<file path="config.mk">
export PLATFORM = sky130hd
export DESIGN_NAME = cache_line_fill_ctrl
export DESIGN_NICKNAME = d
export VERILOG_FILES = /design/src/rtl/cache_pkg.sv /design/src/rtl/cache_beat_counter.sv /design/src/rtl/cache_line_fill_ctrl.sv
export SDC_FILE = /design/constraint.sdc
export NUM_CORES = 1
export LEC_CHECK = 0
export CORE_UTILIZATION = 39
export CTS_CLUSTER_DIAMETER = 30
export DETAILED_ROUTE_END_ITERATION = 8
export PLACE_DENSITY = 0.87
export SYNTH_ARGS = -nofsm -noshare
export SYNTH_HDL_FRONTEND = slang
export SYNTH_SLANG_ARGS = --single-unit
</file>
<file path="constraint.sdc">
create_clock -name clk -period 1.75 [get_ports clk]
set_input_delay 0.175 -clock clk [delete_from_list [all_inputs] [get_ports clk]]
set_output_delay 0.175 -clock clk [all_outputs]
set_load 0.02 [all_outputs]
</file>
<file path="src/rtl/cache_pkg.sv">
// Shared types and helpers for the cache miss-handling (line fill) sequencer.
// Included first so the counter and top-level can import it.
package cache_pkg;

  typedef enum logic [1:0] {
    IDLE    = 2'd0,
    EVICT   = 2'd1,
    FETCH   = 2'd2,
    INSTALL = 2'd3
  } fillstate_t;

  // Decoded control outputs, kept together so the output decoder has one default.
  typedef struct packed {
    logic bus_read;
    logic bus_write;
    logic fill_we;
    logic clear_valid;
    logic set_valid;
    logic clear_dirty;
    logic lru_we;
    logic stall;
  } fill_ctrl_t;

  localparam fill_ctrl_t FILL_CTRL_NONE = '0;

  // Beat index width; a one-beat line still gets a 1-bit counter port.
  function automatic int beat_len(input int beats);
    return (beats > 1) ? $clog2(beats) : 1;
  endfunction

endpackage

</file>
<file path="src/rtl/cache_beat_counter.sv">
// Beat index counter for line transfers: clear has priority over enable,
// and last flags the final beat of a line.
module cache_beat_counter
  import cache_pkg::*;
#(
  parameter  int BEATS = 8,
  localparam int W     = beat_len(BEATS)
) (
  input  logic         clk,
  input  logic         reset,
  input  logic         clear,
  input  logic         enable,
  output logic [W-1:0] count,
  output logic         last
);

  localparam logic [W-1:0] LAST_IDX = W'(BEATS - 1);

  logic [W-1:0] count_q;
  logic [W-1:0] count_d;

  always_comb begin
    // NOTE: default assignment first, so every path drives count_d and no latch is inferred.
    count_d = count_q;
    if (clear) begin
      count_d = '0;
    end else if (enable) begin
      count_d = count_q + W'(1);
    end
  end

  always_ff @(posedge clk) begin
    // NOTE: non-blocking assignment for flops, so all registers update together at the edge.
    if (reset) begin
      count_q <= '0;
    end else begin
      count_q <= count_d;
    end
  end

  assign count = count_q;
  assign last  = (count_q == LAST_IDX);

endmodule

</file>
<file path="src/rtl/cache_line_fill_ctrl.sv">
// Miss-handling sequencer: latches the victim way, writes it back if dirty,
// fetches the new line beat by beat, then pulses the tag/LRU install updates.
module cache_line_fill_ctrl
  import cache_pkg::*;
#(
  parameter  int NUMWAYS = 4,
  parameter  int LINELEN = 512,
  parameter  int BUSW    = 64,
  localparam int BEATS   = LINELEN / BUSW,
  localparam int BEATLEN = beat_len(BEATS)
) (
  input  logic               clk,
  input  logic               reset,
  input  logic               CacheMiss,
  input  logic               FlushStage,
  input  logic [NUMWAYS-1:0] VictimWay,
  input  logic               VictimDirty,
  input  logic               BusBeatAck,
  output logic               BusRead,
  output logic               BusWrite,
  output logic [BEATLEN-1:0] BeatCount,
  output logic [NUMWAYS-1:0] SelWay,
  output logic               FillWriteEn,
  output logic               ClearValid,
  output logic               SetValid,
  output logic               ClearDirty,
  output logic               LRUWriteEn,
  output logic               CacheStall
);

  fillstate_t         state_q;
  fillstate_t         state_d;
  logic [NUMWAYS-1:0] sel_way_q;
  logic [NUMWAYS-1:0] sel_way_d;

  logic       start;
  logic       on_bus;
  logic       beat_done;
  logic       beat_last;
  fill_ctrl_t ctrl;

  // A miss only starts from IDLE; reset also blocks it so nothing is latched that cycle.
  assign start     = (state_q == IDLE) && CacheMiss && !FlushStage && !reset;
  assign on_bus    = (state_q == EVICT) || (state_q == FETCH);
  assign beat_done = on_bus && BusBeatAck;

  cache_beat_counter #(
    .BEATS (BEATS)
  ) u_beat_counter (
    .clk    (clk),
    .reset  (reset),
    .clear  (beat_done && beat_last),
    .enable (beat_done),
    .count  (BeatCount),
    .last   (beat_last)
  );

  // State register
  always_ff @(posedge clk) begin
    if (reset) begin
      state_q <= IDLE;
    end else begin
      state_q <= state_d;
    end
  end

  // Next-state logic
  always_comb begin
    state_d = state_q;
    unique case (state_q)
      IDLE: begin
        if (start) begin
          state_d = VictimDirty ? EVICT : FETCH;
        end
      end
      EVICT: begin
        if (BusBeatAck && beat_last) begin
          state_d = FETCH;
        end
      end
      FETCH: begin
        if (BusBeatAck && beat_last) begin
          state_d = INSTALL;
        end
      end
      INSTALL: state_d = IDLE;
      default: state_d = IDLE;
    endcase
  end

  // Victim way register, loaded only when a miss is accepted
  assign sel_way_d = start ? VictimWay : sel_way_q;

  always_ff @(posedge clk) begin
    if (reset) begin
      sel_way_q <= '0;
    end else begin
      sel_way_q <= sel_way_d;
    end
  end

  // Output decode; held quiet while reset is asserted so reset wins mid-transfer too.
  always_comb begin
    ctrl = FILL_CTRL_NONE;
    if (!reset) begin
      unique case (state_q)
        IDLE: begin
          ctrl.clear_valid = start;
          ctrl.stall       = start;
        end
        EVICT: begin
          ctrl.bus_write = 1'b1;
          ctrl.stall     = 1'b1;
        end
        FETCH: begin
          ctrl.bus_read = 1'b1;
          ctrl.fill_we  = BusBeatAck;
          ctrl.stall    = 1'b1;
        end
        INSTALL: begin
          ctrl.set_valid   = 1'b1;
          ctrl.clear_dirty = 1'b1;
          ctrl.lru_we      = 1'b1;
          ctrl.stall       = 1'b1;
        end
        default: ctrl = FILL_CTRL_NONE;
      endcase
    end
  end

  assign BusRead     = ctrl.bus_read;
  assign BusWrite    = ctrl.bus_write;
  assign FillWriteEn = ctrl.fill_we;
  assign ClearValid  = ctrl.clear_valid;
  assign SetValid    = ctrl.set_valid;
  assign ClearDirty  = ctrl.clear_dirty;
  assign LRUWriteEn  = ctrl.lru_we;
  assign CacheStall  = ctrl.stall;
  assign SelWay      = sel_way_q;

endmodule

</file>
After elaboration in Yosys (flattened, before gate mapping)
Index checks and enable logic that the tools add are counted.
{"block": "classes", "eq_ne": 7, "mux": 12, "reduce_logical": 13, "addsub": 1}
{"op": "$mux W2", "n": 4}
{"op": "$mux W8", "n": 1}
{"op": "$pmux W2 S4", "n": 1}
{"op": "$logic_and A1 B1 Y1", "n": 6}
{"op": "$eq A2 B2 Y1 const B", "n": 2}
{"op": "$mux W1", "n": 4}
{"op": "$ne A2 B1 Y1 const B", "n": 2}
{"op": "$add A3 B1 Y3 const B", "n": 1}
{"op": "$eq A3 B3 Y1 const B", "n": 1}
{"op": "$mux W3", "n": 1}
{"op": "$reduce_and A3 Y1", "n": 1}
{"op": "$reduce_or A3 Y1", "n": 1}
{"op": "$eq A2 B1 Y1 const B", "n": 1}
{"op": "$logic_not A1 Y1", "n": 2}
{"op": "$logic_not A2 Y1", "n": 1}
{"op": "$ne A2 B2 Y1 const B", "n": 1}
{"op": "$pmux W1 S2", "n": 1}
{"op": "$reduce_or A2 Y1", "n": 1}
{"op": "$logic_or A1 B1 Y1", "n": 1}
{"block": "word_totals", "ff_bits": 9, "output_inout_bits": 15}

Logic depth before layout (Yosys ltp)
Gate-level depths: netlist of run 1.
{"block": "depth", "depth_word": 6, "mapped_depth": 6, "depth_no_buf": 6}

Modules after synthesis
Synthesis of run 1 repeated with hierarchy kept, for this count alone.
{"block": "hier_totals", "hier_cells": 57, "area_unflattened_um2": 545.5}
{"module": "cache_line_fill_ctrl", "cells_per_inst": 46, "seq_area_each_um2": 120.1, "area_per_inst_um2": 411.6, "n_inst": 1}
{"module": "cache_beat_counter", "cells_per_inst": 11, "seq_area_each_um2": 60.1, "area_per_inst_um2": 133.9, "n_inst": 1}

Worst setup path before layout of run 1
Ideal clock, no wire load.
{"block": "synth_path", "path_kind": "reg2reg", "startpoint": "register state_q[0]", "endpoint": "register state_q[1]", "slack_ps": 270, "setup_ps": 132, "arrival_time_ps": 1348, "stages_incl_launch_ff": 6, "t_required_ps": 1618, "cell_sequence": "dfxtp_1 > inv_1 > ha_1 > or2_2 > a221oi_1 > a211oi_1"}
{"block": "synth_between", "elab_chain_cells": 6, "elab_cells_between_ends": 12, "classes_between": "6 x eq/ne; 1 x mux; 5 x reduce/logical"}
{"element": "from (decl)", "line": "cache_line_fill_ctrl.sv:31", "rtl": "fillstate_t state_q;"}
{"element": "from (signal assigned)", "line": "cache_line_fill_ctrl.sv:63", "rtl": "state_q <= state_d;"}
{"element": "$logic_not A2 Y1", "line": "cache_line_fill_ctrl.sv:43, cache_line_fill_ctrl.sv:70"}
{"element": "$logic_and A1 B1 Y1 (3 in series)", "line": "cache_line_fill_ctrl.sv:43", "rtl": "assign start = (state_q == IDLE) && CacheMiss && !FlushStage && !reset;"}
{"element": "$ne A2 B2 Y1 (no source line)"}
{"element": "$reduce_and A3 Y1 (no source line)"}
Several ways; a longest one is shown, not always the timed one.
A chain may end at the register's enable or synchronous reset.

Worst setup path in the final report of run 1
{"block": "layout_path", "startpoint": "register state_q[0]", "endpoint": "output ClearValid"}
{"block": "layout_between", "elab_chain_cells": 6}
{"element": "$logic_not A2 Y1 (*)", "line": "cache_line_fill_ctrl.sv:43, cache_line_fill_ctrl.sv:106"}
{"element": "$logic_and A1 B1 Y1 (3 in series)", "line": "cache_line_fill_ctrl.sv:43"}
{"element": "$mux W1 (*)", "line": "cache_line_fill_ctrl.sv:106", "rtl": "unique case (state_q)"}
{"element": "$mux W8 (*)", "line": "cache_line_fill_ctrl.sv:105", "rtl": "if (!reset) begin"}
{"element": "to (decl)", "line": "cache_line_fill_ctrl.sv:24", "rtl": "output logic ClearValid,"}
Every way passes the cells marked *; elsewhere a longest branch is shown, timed or not.

==> impl_metrics.json, run 1 <==
{
  "clk_pin_slew_ns": 0.06,
  "synth_top_area_cell": "dfxtp_1",
  "grt_pass1_wl_um": 2080,
  "drv_cap": 0,
  "grt_use_total_pct": 20.9,
  "synth_seq_cells": 9,
  "fmax_mhz": 606,
  "avgSynthCellArea_um2": 9.16,
  "hold_class": "flop to flop",
  "initial_core_util_pct": 41.5,
  "cts_setup_buffers": 0,
  "p_int_w": 0.000712,
  "yosysTopAreaCellShare_pct": 33.3,
  "syn_inst": 59,
  "critical_path_class": "flop to primary output",
  "p_comb_share_pct": 62.5,
  "antenna_found_initial": 0,
  "final_cell_mix": "16 x clkdlybuf4s50_1, 10 x buf_4, 9 x dfxtp_1, 8 x nand2_1",
  "final.setup_skew_ns": 0.00682,
  "layout_commonest_cell": "clkdlybuf4s50_1",
  "ys_seq_area_share_pct": 33.3,
  "clk_path_buf_depth": 2,
  "synth.distinct_cells": 22,
  "required_ns": 1.57,
  "syn_area_um2": 541,
  "worstPathArrival_ns": 1.48,
  "path_max_fanout": 4,
  "area_growth_pct": 60.4,
  "htreeDepth": 1,
  "place_congestion": 0.858,
  "p_seq_share_pct": 23.8,
  "yosys-top-cells-area": "dfxtp_1 33%, ha_1 16%, nand2_1 5.6%",
  "diodes": 0,
  "place_inst": 105,
  "drtAntennaViolNets": 0,
  "p_leak_nw": 0.391,
  "dieArea_mm2": 0.00154,
  "sw_frac_of_total_pct": 39.9,
  "critPathLaunchType": "flop",
  "insertion_delay_ns": 0.26,
  "slew_headroom_pct": 80.2,
  "hold_violations": 0,
  "cts_buffers": 3,
  "worstMarginPinSlew_ns": 0.296,
  "io_pins": 25,
  "grt_pass1_vias": 530,
  "vias_per_cell": 4.91,
  "holdWs_ns": 0.471,
  "wl_per_cell_um": 12.1,
  "finalCritPeriodShare_pct": 94.3,
  "synth_warnings": 0,
  "clock_sinks": 9,
  "fp-row-count": 13,
  "grt_max_degree": 10,
  "cts_root_buf": "clkbuf_4",
  "rsz0062_at_grt": "no",
  "firstDrtPassIters": 4,
  "end_kind": "primary output",
  "maxSlewViolCount": 0,
  "drive_above_1_share_pct": 20.2,
  "status": "complete, no violations",
  "layout.nets": 112,
  "synth_nets": 76,
  "stdcell_count": 109,
  "die_w_um": 39.2,
  "cellPowerDensity_mw_per_mm2": 1370,
  "io_buffers": 24,
  "wirelength_um": 1320,
  "route.detailed.drc": 0,
  "power_frac_clock_pct": 13.7,
  "design.core.area_mm2": 0.00130,
  "grt_overflow": 0,
  "cts_tree": "done",
  "power.switching_w": 0.000473,
  "vdd_drop_max_v": 0.000659,
  "worst_slack_ns": 0.0994,
  "pre_cts_slack_ns": -0.0532,
  "min_period_ns": 1.65,
  "setup_viol": 0,
  "tns_ns": 0,
  "vias": 535,
  "nFillCells": 127,
  "first_iter_violations": 14,
  "dieHeight_um": 39.2
}
## power by group through the flow
stage	registers, W	clock network, W	logic (W)
floorplan	0.000312	0	0.000403
global placement	0.000283	0	0.000726
finish	0.000282	0.000162	0.000741
global route	0.000289	0.000174	0.000798
detailed placement	0.000286	0	0.000746
CTS	0.000283	0.000166	0.000731
## critical path, cell delays in order (launching register included)
cell,delay (ns)
dfxtp_1,0.32
inv_1,0.13
ha_2,0.25
nand4bb_4,0.12
clkinv_1,0.07
dlygate4sd2_1,0.32
## Yosys cell counts
cell,number
dfxtp_1,9
nand2_1,8
ha_1,7
nand2b_1,4
o21ai_0,4
a211oi_1,3
a21oi_1,3
nor2b_1,3
buf_4,2
inv_1,2
nand4b_1,2
nor2_1,2
a21o_1,1
a221oi_1,1
a2bb2oi_1,1
and2_1,1
clkbuf_1,1
clkinv_1,1
mux2_2,1
mux2i_1,1
nand4bb_4,1
or2_2,1
## cell type report
cell class	count	area (um2)	share of cell area [%]
Clock buffer	4	26.3	3.03
Inverter	3	11.3	1.30
Multi-Input combinational cell	44	333	38.4
Sequential cell	9	180	20.8
Tap cell	15	18.8	2.16
Timing Repair Buffer	34	298	34.3
## registers in the layout (all words and copies together), names as in the netlist
register	cells
SelWay	4
state_q	2
u_beat_counter.count	3
## final timing paths
check                                 from         end  slack [ns]  cells past startpoint
worst max-delay path            state_q[0]  ClearValid         0.1                      5
worst min-delay path             SelWay[0]   SelWay[0]        0.47                      2
worst max register to register  state_q[0]  state_q[1]        0.18                      6
worst min register to register   SelWay[0]   SelWay[0]        0.47                      2
## per-stage QoR
stage          power (W)  util [%]  area (um2)
2_1_floorplan   0.000715         -         541
3_3_place_gp     0.00101      65.8         856
3_5_place_dp     0.00103      65.8         856
4_1_cts          0.00118      67.2         875
5_1_grt          0.00126      66.6         867
6_report         0.00118      66.6         867
## layer usage
| metal | share of wire, % | track usage (%) |
|---|---|---|
| met1 | 42 | 24.4 |
| met2 | 51 | 32.1 |
| met3 | 5.9 | 9.83 |
| met4 | 0.91 | 9.48 |
| met5 | 0 | 0 |
## cells by family after synthesis
logic type                 after synthesis  synth area share [%]
and+or+nand+nor                         22                  25.7
AOI/OAI and AO/OA                       13                  15.3
DFF                                      9                  33.3
adders and majority gates                7                  16.2
buffers and inverters                    6                  5.55
muxes                                    2                  3.94
## what timing repair did
action | in CTS | in global routing
resized for setup | 10 | 4
setup endpoints to repair | 8 | 2
pin swaps | 0 | 0
hold endpoints to repair | 0 | 0
hold buffers | 0 | 0
Power figures use the tool's default switching activity.
==> inputs of run 2 (changes only) <==
--- a/config.mk
+++ b/config.mk
@@ -8,6 +8,7 @@
 export CORE_UTILIZATION = 39
 export CTS_CLUSTER_DIAMETER = 30
 export DETAILED_ROUTE_END_ITERATION = 8
+export GPL_ROUTABILITY_DRIVEN = 0
 export PLACE_DENSITY = 0.87
 export SYNTH_ARGS = -nofsm -noshare
 export SYNTH_HDL_FRONTEND = slang
==> results of run 2 <==
No change in the layout: final DEF, timing and power equal those of run 1.
==> inputs of run 3 (changes only) <==
--- a/config.mk
+++ b/config.mk
@@ -9,6 +9,7 @@
 export CTS_CLUSTER_DIAMETER = 30
 export DETAILED_ROUTE_END_ITERATION = 8
 export GPL_ROUTABILITY_DRIVEN = 0
+export HOLD_SLACK_MARGIN = 0.1
 export PLACE_DENSITY = 0.87
 export SYNTH_ARGS = -nofsm -noshare
 export SYNTH_HDL_FRONTEND = slang
==> results of run 3 <==
No change in the layout: final DEF, timing and power equal those of run 1.
